**config.mk**
```make
export PLATFORM = sky130hd
export DESIGN_NAME = uart_tx_buffer
export DESIGN_NICKNAME = d
export VERILOG_FILES = /design/src/rtl/uart_pkg.sv /design/src/rtl/byte_fifo.sv /design/src/rtl/uart_tx_buffer.sv
export SDC_FILE = /design/constraint.sdc
export NUM_CORES = 1
export LEC_CHECK = 0
export CORE_MARGIN = 2
export CORE_UTILIZATION = 30
export CTS_CLUSTER_DIAMETER = 80
export CTS_CLUSTER_SIZE = 25
export DETAILED_ROUTE_END_ITERATION = 10
export SLEW_MARGIN = 25
export SYNTH_ARGS = -nofsm -noshare
export SYNTH_HDL_FRONTEND = slang
export SYNTH_HIERARCHICAL = 1
export SYNTH_SLANG_ARGS = --single-unit
export TNS_END_PERCENT = 100
```
**constraint.sdc**
```tcl
create_clock -name clk -period 3.9 [get_ports clk]
set_clock_uncertainty 0.1 [all_clocks]
set_input_delay 0.78 -clock clk [delete_from_list [all_inputs] [get_ports clk]]
set_output_delay 0.78 -clock clk [all_outputs]
set_load 0.02 [all_outputs]
```
**src/rtl/uart_pkg.sv**
```systemverilog
// Shared UART framing definitions: transmitter states and 8N1 frame shape.
// Latency: none (types and constants only).
// Backpressure: not applicable.
package uart_pkg;

    typedef enum logic [1:0] {
        IDLE  = 2'd0,
        START = 2'd1,
        DATA  = 2'd2,
        STOP  = 2'd3
    } tx_state_e;

    localparam int DATA_BITS = 8;
    localparam int STOP_BITS = 1;

endpackage

```
**src/rtl/byte_fifo.sv**
```systemverilog
// Byte FIFO of 2**FIFO_AW entries with a combinational head view.
// Latency: write visible at rd_data one cycle after wr_en; count updates on the same edge.
// Backpressure: none; writes when full are ignored unless a read happens in the same cycle.
module byte_fifo #(
    parameter int FIFO_AW = 4
) (
    input  logic               clk,
    input  logic               rst,
    input  logic               wr_en,
    input  logic [7:0]         wr_data,
    input  logic               rd_en,
    output logic [7:0]         rd_data,
    output logic               full,
    output logic               empty,
    output logic [FIFO_AW:0]   count
);

    localparam int DEPTH = 2 ** FIFO_AW;

    logic [7:0]         mem_q [DEPTH];
    logic [FIFO_AW-1:0] wr_ptr_q, wr_ptr_d;
    logic [FIFO_AW-1:0] rd_ptr_q, rd_ptr_d;
    logic [FIFO_AW:0]   count_q, count_d;
    logic               wr_ok, rd_ok;

    assign full    = (count_q == (FIFO_AW+1)'(DEPTH));
    assign empty   = (count_q == '0);
    assign count   = count_q;
    assign rd_data = mem_q[rd_ptr_q];

    // A read in the same cycle frees the slot, so a full FIFO still accepts that write.
    always_comb begin
        rd_ok    = rd_en && !empty;
        wr_ok    = wr_en && (!full || rd_ok);
        wr_ptr_d = wr_ptr_q;
        rd_ptr_d = rd_ptr_q;
        count_d  = count_q;
        if (wr_ok) wr_ptr_d = wr_ptr_q + FIFO_AW'(1);
        if (rd_ok) rd_ptr_d = rd_ptr_q + FIFO_AW'(1);
        if (wr_ok && !rd_ok)      count_d = count_q + (FIFO_AW+1)'(1);
        else if (!wr_ok && rd_ok) count_d = count_q - (FIFO_AW+1)'(1);
    end

    always_ff @(posedge clk or posedge rst) begin
        if (rst) begin
            wr_ptr_q <= '0;
            rd_ptr_q <= '0;
            count_q  <= '0;
        end else begin
            wr_ptr_q <= wr_ptr_d;
            rd_ptr_q <= rd_ptr_d;
            count_q  <= count_d;
        end
    end

    always_ff @(posedge clk) begin
        if (wr_ok) mem_q[wr_ptr_q] <= wr_data;
    end

endmodule

```
**src/rtl/uart_tx_buffer.sv**
```systemverilog
// Buffers CPU byte strobes and serialises them as 8N1 UART frames on tx.
// Latency: byte strobed into an empty buffer at edge N drives the start bit from edge N+1.
// Backpressure: none; a strobe into a full buffer with no pop is dropped and sets sticky overflow.
module uart_tx_buffer
    import uart_pkg::*;
#(
    parameter int CLK_DIV = 434,
    parameter int FIFO_AW = 4
) (
    input  logic               clk,
    input  logic               rst,
    input  logic [7:0]         data_in,
    input  logic               data_in_en,
    output logic               tx,
    output logic               busy,
    output logic               overflow,
    output logic [FIFO_AW:0]   fifo_count
);

    localparam int TW = $clog2(CLK_DIV);

    tx_state_e        state_q, state_d;
    logic [TW-1:0]    timer_q, timer_d;
    logic [2:0]       bit_idx_q, bit_idx_d;
    logic [7:0]       shift_q, shift_d;
    logic             tx_q, tx_d;
    logic             overflow_q, overflow_d;

    logic [7:0]       fifo_rd_data;
    logic             fifo_full, fifo_empty;
    logic             pop, timer_wrap;

    byte_fifo #(.FIFO_AW(FIFO_AW)) u_fifo (
        .clk     (clk),
        .rst     (rst),
        .wr_en   (data_in_en),
        .wr_data (data_in),
        .rd_en   (pop),
        .rd_data (fifo_rd_data),
        .full    (fifo_full),
        .empty   (fifo_empty),
        .count   (fifo_count)
    );

    assign pop        = (state_q == IDLE) && !fifo_empty;
    assign timer_wrap = (timer_q == TW'(CLK_DIV - 1));

    assign tx       = tx_q;
    assign overflow = overflow_q;
    assign busy     = (state_q != IDLE) || (fifo_count != '0);

    // tx_d always reflects the level of the state being entered, so tx changes on the transition edge.
    always_comb begin
        state_d    = state_q;
        timer_d    = timer_q;
        bit_idx_d  = bit_idx_q;
        shift_d    = shift_q;
        tx_d       = tx_q;
        overflow_d = overflow_q | (data_in_en && fifo_full && !pop);

        case (state_q)
            IDLE: begin
                tx_d = 1'b1;
                if (pop) begin
                    shift_d = fifo_rd_data;
                    timer_d = '0;
                    state_d = START;
                    tx_d    = 1'b0;
                end
            end
            START: begin
                if (timer_wrap) begin
                    timer_d   = '0;
                    bit_idx_d = '0;
                    state_d   = DATA;
                    tx_d      = shift_q[0];
                end else begin
                    timer_d = timer_q + TW'(1);
                end
            end
            DATA: begin
                if (timer_wrap) begin
                    timer_d = '0;
                    if (bit_idx_q == 3'(DATA_BITS - 1)) begin
                        bit_idx_d = '0;
                        state_d   = STOP;
                        tx_d      = 1'b1;
                    end else begin
                        bit_idx_d = bit_idx_q + 3'd1;
                        shift_d   = shift_q >> 1;
                        tx_d      = shift_q[1];
                    end
                end else begin
                    timer_d = timer_q + TW'(1);
                end
            end
            STOP: begin
                tx_d = 1'b1;
                if (timer_wrap) begin
                    timer_d = '0;
                    if (bit_idx_q == 3'(STOP_BITS - 1)) begin
                        bit_idx_d = '0;
                        state_d   = IDLE;
                    end else begin
                        bit_idx_d = bit_idx_q + 3'd1;
                    end
                end else begin
                    timer_d = timer_q + TW'(1);
                end
            end
            default: begin
                state_d = IDLE;
                tx_d    = 1'b1;
            end
        endcase
    end

    always_ff @(posedge clk or posedge rst) begin
        if (rst) begin
            state_q    <= IDLE;
            timer_q    <= '0;
            bit_idx_q  <= '0;
            shift_q    <= '0;
            tx_q       <= 1'b1;
            overflow_q <= 1'b0;
        end else begin
            state_q    <= state_d;
            timer_q    <= timer_d;
            bit_idx_q  <= bit_idx_d;
            shift_q    <= shift_d;
            tx_q       <= tx_d;
            overflow_q <= overflow_d;
        end
    end

endmodule

```
* After elaboration in Yosys (flattened, before gate mapping)
Memory sizes are Yosys's and may differ from the RTL's.
Index checks and enable logic that the tools add are counted.
** Operators by class
- Add/subtract/negate cells :: 6
- Equal/unequal tests :: 13
- Multiplexer cells :: 29
- Bitwise gates (word level) :: 1
- Reductions and logical operators :: 27
** Operator list (number)
- $mux 8 :: 3
- $mux 9 :: 2
- $pmux 9 s2 :: 1
- $pmux 8 s2 :: 1
- $mux 3 :: 5
- $ne 2x2->1 const B :: 7
- $mux 2 :: 6
- $mux 5 :: 2
- $add 9x1->9 const B :: 1
- $eq 9x9->1 const B :: 1
- $pmux 3 s3 :: 1
- $add 4x1->4 const B :: 2
- $pmux 2 s4 :: 1
- $reduce_and 4->1 :: 2
- $logic_and 1x1->1 :: 7
- $mux 1 :: 6
- $reduce_and 6->1 :: 1
- $reduce_bool 2->1 :: 3
- $add 5x1->5 const B :: 1
- $eq 5x5->1 const B :: 1
- $logic_not 1->1 :: 5
- $logic_not 5->1 :: 1
- $reduce_bool 5->1 :: 1
- $sub 5x1->5 const B :: 1
- other kinds (12) :: 14
** Word-level totals
- Register bits after elaboration :: 37
- RAM bits :: 128
- Input bits :: 11
- Output and inout bits :: 8
- Logic and storage cells :: 86
- Memories :: 1
** Memories
- u_fifo.mem_q :: words 16, bits a word 8, rd ports 1, clocked after memory_dff 0, write ports 1, line byte_fifo.sv:20 : logic [7:0] mem_q [DEPTH];

* Depth between registers and ports, before layout
- Depth in word-level cells :: 10
- Mapped depth :: 12
- Depth with buffers taken out :: 12

* By module
The synthesis kept the hierarchy.
** Modules (own cells, without submodules)
- byte_fifo :: times used 1, cells an instance 324, area an instance 5720.5 sq um, seq. area each 4169.0 sq um
- uart_tx_buffer :: times used 1, cells an instance 133, area an instance 1437.6 sq um, seq. area each 601.8 sq um

* Worst setup path before layout
No wires, ideal clock.
- Kind :: register to register
- From :: reg u_fifo.count_q[0], in the netlist u_fifo/count[0]
- To :: reg u_fifo.count_q[4], in the netlist u_fifo/count[4]
- Setup time :: 0.081 ns
- Arrival :: 3.144 ns
- Data required time :: 3.719 ns
- Slack :: 0.576 ns
- Stages on the path, launching flop included :: 13
- Path buffers :: 1
- Clock period less this slack :: 3.324 ns
- Path through :: dfrtp_1 -> or4_4 -> nor2_1 -> and2b_1 -> o31a_1 -> buf_6 -> ha_1 -> inv_1 -> ha_1 -> a21o_1 -> a21oi_1 -> mux2i_1 -> xnor2_1
** Between the ends
- Word-level cells in the longest chain between the ends :: 9
- Elaborated cells between the ends (all ways) :: 17
- Classes of those cells :: add/sub: 2; eq/ne: 1; mux: 2; reduce/logical: 12
** Ends and longest elaborated chain
- from (decl) :: line byte_fifo.sv:23 : logic [FIFO_AW:0] count_q, count_d;
- from (signal assigned) :: line byte_fifo.sv:52 : count_q <= count_d;
- $logic_not 5->1 (*) :: line byte_fifo.sv:27 : assign empty = (count_q == '0);
- via fifo_empty :: line uart_tx_buffer.sv:30 : logic fifo_full, fifo_empty;
- $logic_not 1->1 (*) :: line uart_tx_buffer.sv:45 : assign pop = (state_q == IDLE) && !fifo_empty;
- $logic_and 1x1->1 (*) :: line uart_tx_buffer.sv:45
- via pop :: line uart_tx_buffer.sv:31 : logic pop, timer_wrap;
- $logic_and 1x1->1 (*) :: line byte_fifo.sv:33 : rd_ok = rd_en && !empty;
- $logic_or 1x1->1 (*) :: line byte_fifo.sv:34 : wr_ok = wr_en && (!full || rd_ok);
- $logic_and 1x1->1 (*) :: line byte_fifo.sv:34
- via u_fifo.wr_ok :: line byte_fifo.sv:24 : logic wr_ok, rd_ok;
- $logic_not 1->1 :: line byte_fifo.sv:41 : else if (!wr_ok && rd_ok) count_d = count_q - (FIFO_AW+1)'(1);
- $logic_and 1x1->1 :: line byte_fifo.sv:41
- $reduce_bool 2->1 (no source line)
The timed path passes the listed nets; every way through them passes the cells marked *. The select of a mux whose other input is x is not followed.
A chain may end at the register's enable or synchronous reset.

* Worst setup path in the final report
- From :: reg u_fifo.count_q[0], in the netlist u_fifo/count[0]
- To :: reg u_fifo.count_q[4], in the netlist u_fifo/count[4]
** Between the ends
- Word-level cells in the longest chain between the ends :: 9
- Elaborated cells between the ends (all ways) :: 17
- Classes of those cells :: add/sub: 2; eq/ne: 1; mux: 2; reduce/logical: 12
** Ends and longest elaborated chain (line)
- $logic_not 5->1 (*) :: byte_fifo.sv:27
- via fifo_empty :: uart_tx_buffer.sv:30
- $logic_not 1->1 (*) :: uart_tx_buffer.sv:45
- $logic_and 1x1->1 (*) :: uart_tx_buffer.sv:45
- via pop :: uart_tx_buffer.sv:31
- $logic_and 1x1->1 (*) :: byte_fifo.sv:33
- $logic_or 1x1->1 :: byte_fifo.sv:34
- $logic_and 1x1->1 :: byte_fifo.sv:34
- $logic_not 1->1 :: byte_fifo.sv:41
- $logic_and 1x1->1 :: byte_fifo.sv:41
- $reduce_bool 2->1 (no source line)
Marked as above.

==> metrics <==
Post-Route WL 14100 µm; min-delay src overflow; Via density 4.79; Clk pin slew, worst setup/hold paths 60 ps; WHS Path Cells 1; final setup vio count 0; DRC 0; final hold violation count 0; clk_lat worst skew 420 ps; GPL Wtd Cong 0.793; final net count 521; total number of vias 3938; Core Region 23500 µm²; Design Area, Final 8320 µm²; CP most frequent cell ha_1; cell count after synthesis 457; Yosys warnings 6; Worst Path Arrival 3760 ps; Primary FF master, synth edfxtp_1; Cell Pwr Density 524 nW/µm²; leakage 3.11 nW; largest net degree at the start of global routing 34; achievable frequency 0.284 GHz; CTS tree yes; Worst R2R Start u_fifo/count[0]; DP Wirelength 9430 µm; Cell Area, Placed 7770 µm²; crit share post-route 0.902; cell family with most CP delay simple AND/OR/NAND/NOR gates; GRT Total Usage 0.117; CP Capture Type flop; ratio of cells with drive above 1 in the final layout 0.191; drt pass-1 iters 5; IO Port Bufs 18; FFs w/ async S/R, synth 0.224; Slew Viols, Final 0; Row Count 56; Worst slew margin 0.374; min cycle time layout 3520 ps; die width 158 µm; antenna viol nets, final 0; Mapped Area 7160 µm²; register area share after synthesis 0.666; status complete, no violations; gr ovfl total 0; Unique masters post-synth 56; Hold Path Sink overflow; EDFF count, synth 128; Iteration-0 DRC Markers 251; Initial Utilization 0.305; peak supply drop 0.000278 V; worst slew pin tran 938 ps; Die Height 158 µm; post-CTS setup buffers 0; first-pass GRT wire length 22100 µm; Mean Syn Cell Area 15.7 µm²; Max-Cap Viols 0; reg-to-reg endpoint u_fifo/count[4]; Antenna Cells 0; commonest non-fill, non-tap cells in the layout 128 x edfxtp_1, 35 x dfrtp_1, 34 x mux2i_1; maximum single-stage delay on the critical path 590 ps; final setup TNS 0 ps; worst path cell trace or4_4 > nor2_1 > and2b_1 > o31a_1 > ha_1 > inv_1 > ha_1 > a21o_1 > a21oi_1 > mux2i_1 > xnor2_1; worst reg2reg setup slack 380 ps; crit start category flop; initial antenna violation count 0; WS Path Type flop to flop; top cell type's share of synthesized area 0.537; TritonCTS buffer count 17; clock tree buffer depth 2; P&R area growth vs syn 16.2%; type of the worst min-delay path flop to flop; root buffer cell clkbuf_16; H-tree level count 4; post-CTS sizing 0; Seq cells post-synth 165; Mapped Nets 488; vias in the first global route 3976; commonest non-fill, non-tap cell in the layout edfxtp_1; RSZ-0062 raised after global routing no; maximum net fanout on the critical path 9; Top Ports 19; CP required 4140 ps; Die ar. 25100 µm²; worst-case reg-to-reg path depth 11; WL per Instance 17.2 µm; Buf+Inv Stages, Crit Path 1; largest area contributor in the netlist edfxtp_1; Crit-path slowest cell or4_4; top cells by area, synth edfxtp_1 54%, dfrtp_1 13%, mux4_2 5.0%; Num Clock Sinks 165; hold_buf cts 0
-- layout make-up --
| class | count | area (µm²) |
|---|---|---|
| clock buffer | 18 | 429 |
| timing repair buffer | 35 | 320 |
| clock inverter | 14 | 120 |
| sequential | 165 | 4770 |
| fill | 2196 | 15200 |
| tap | 319 | 399 |
| multi-input combinational | 255 | 2220 |
| inverter | 16 | 60.1 |
-- synth_stat cells, types with 2 or more instances --
master / number
nor3_1: 6
a2bb2oi_1: 2
a221oi_1: 16
a22oi_1: 9
o21a_1: 2
mux4_2: 16
clkbuf_1: 7
nand2_4: 2
mux2_2: 15
nand2b_1: 2
xor2_1: 2
nand3_1: 4
a21o_2: 3
ha_1: 19
inv_1: 16
a21o_1: 2
and3_2: 2
xnor2_1: 9
nand2_1: 25
a21oi_1: 5
buf_2: 11
dfrtp_1: 36
o21ai_0: 29
a211oi_1: 2
nand4_1: 2
edfxtp_1: 128
mux2i_1: 34
nor4_1: 4
nor2_1: 20
-- worst max path at each step --
stage / slack [ps] / start / cells after the start / end
floorplan: 580 / u_fifo/count[0] / 12 / u_fifo/count[4]
CTS: 390 / u_fifo/count[0] / 11 / u_fifo/count[4]
detailed placement: 410 / u_fifo/count[0] / 11 / u_fifo/count[4]
global placement: 470 / u_fifo/count[0] / 11 / u_fifo/count[4]
finish: 380 / u_fifo/count[0] / 11 / u_fifo/count[4]
global route: 180 / u_fifo/count[0] / 11 / u_fifo/count[3]
-- metrics by stage --
stage               hold slack, ps  setup slack, ps  power, mW   util  std cells
finish                         377              383       4.36  0.354        822
CTS                            387              387       4.40  0.354        822
global route                   412              176       4.54  0.354        822
detailed placement             368              406       2.84  0.331        790
global placement               378              475       2.80  0.331        790
floorplan                      361              576       2.59      -        457
-- cell families (layout without fill, tap and decap cells) --
family	Yosys count	after routing	synth area share
buf+inv	37	83	0.0238
flops	165	165	0.666
compound gates	77	77	0.0757
mux	66	66	0.124
fa+ha+maj	20	20	0.0360
xor+xnor	11	11	0.0135
simple gates	81	81	0.0610
-- registers in the layout, summed over array words and instances (netlist names), 2 cells and up --
register	cells
u_fifo/mem_q	128
state_q	2
bit_idx_q	3
u_fifo/rd_ptr_q	4
u_fifo/count	5
shift_q	8
u_fifo/wr_ptr_q	4
timer_q	9
-- power breakdown --
part / internal (mW) / switching [mW] / total, mW
Combinational: 0.257 / 0.338 / 0.595
Sequential: 2.09 / 0.121 / 2.21
Clock: 0.836 / 0.716 / 1.55
-- per-layer routing --
layer | GRT usage | vias up | routed length [µm] | share of wire
li1 | - | 1837 | - | -
met1 | 0.154 | 2013 | 6390 | 0.45
met2 | 0.196 | 80 | 7100 | 0.50
met3 | 0.0264 | 8 | 521 | 0.037
met4 | 0.0313 | 0 | 93 | 0.0066
met5 | 0 | - | 0 | 0
Note: power is estimated with default switching activity, not from simulation.
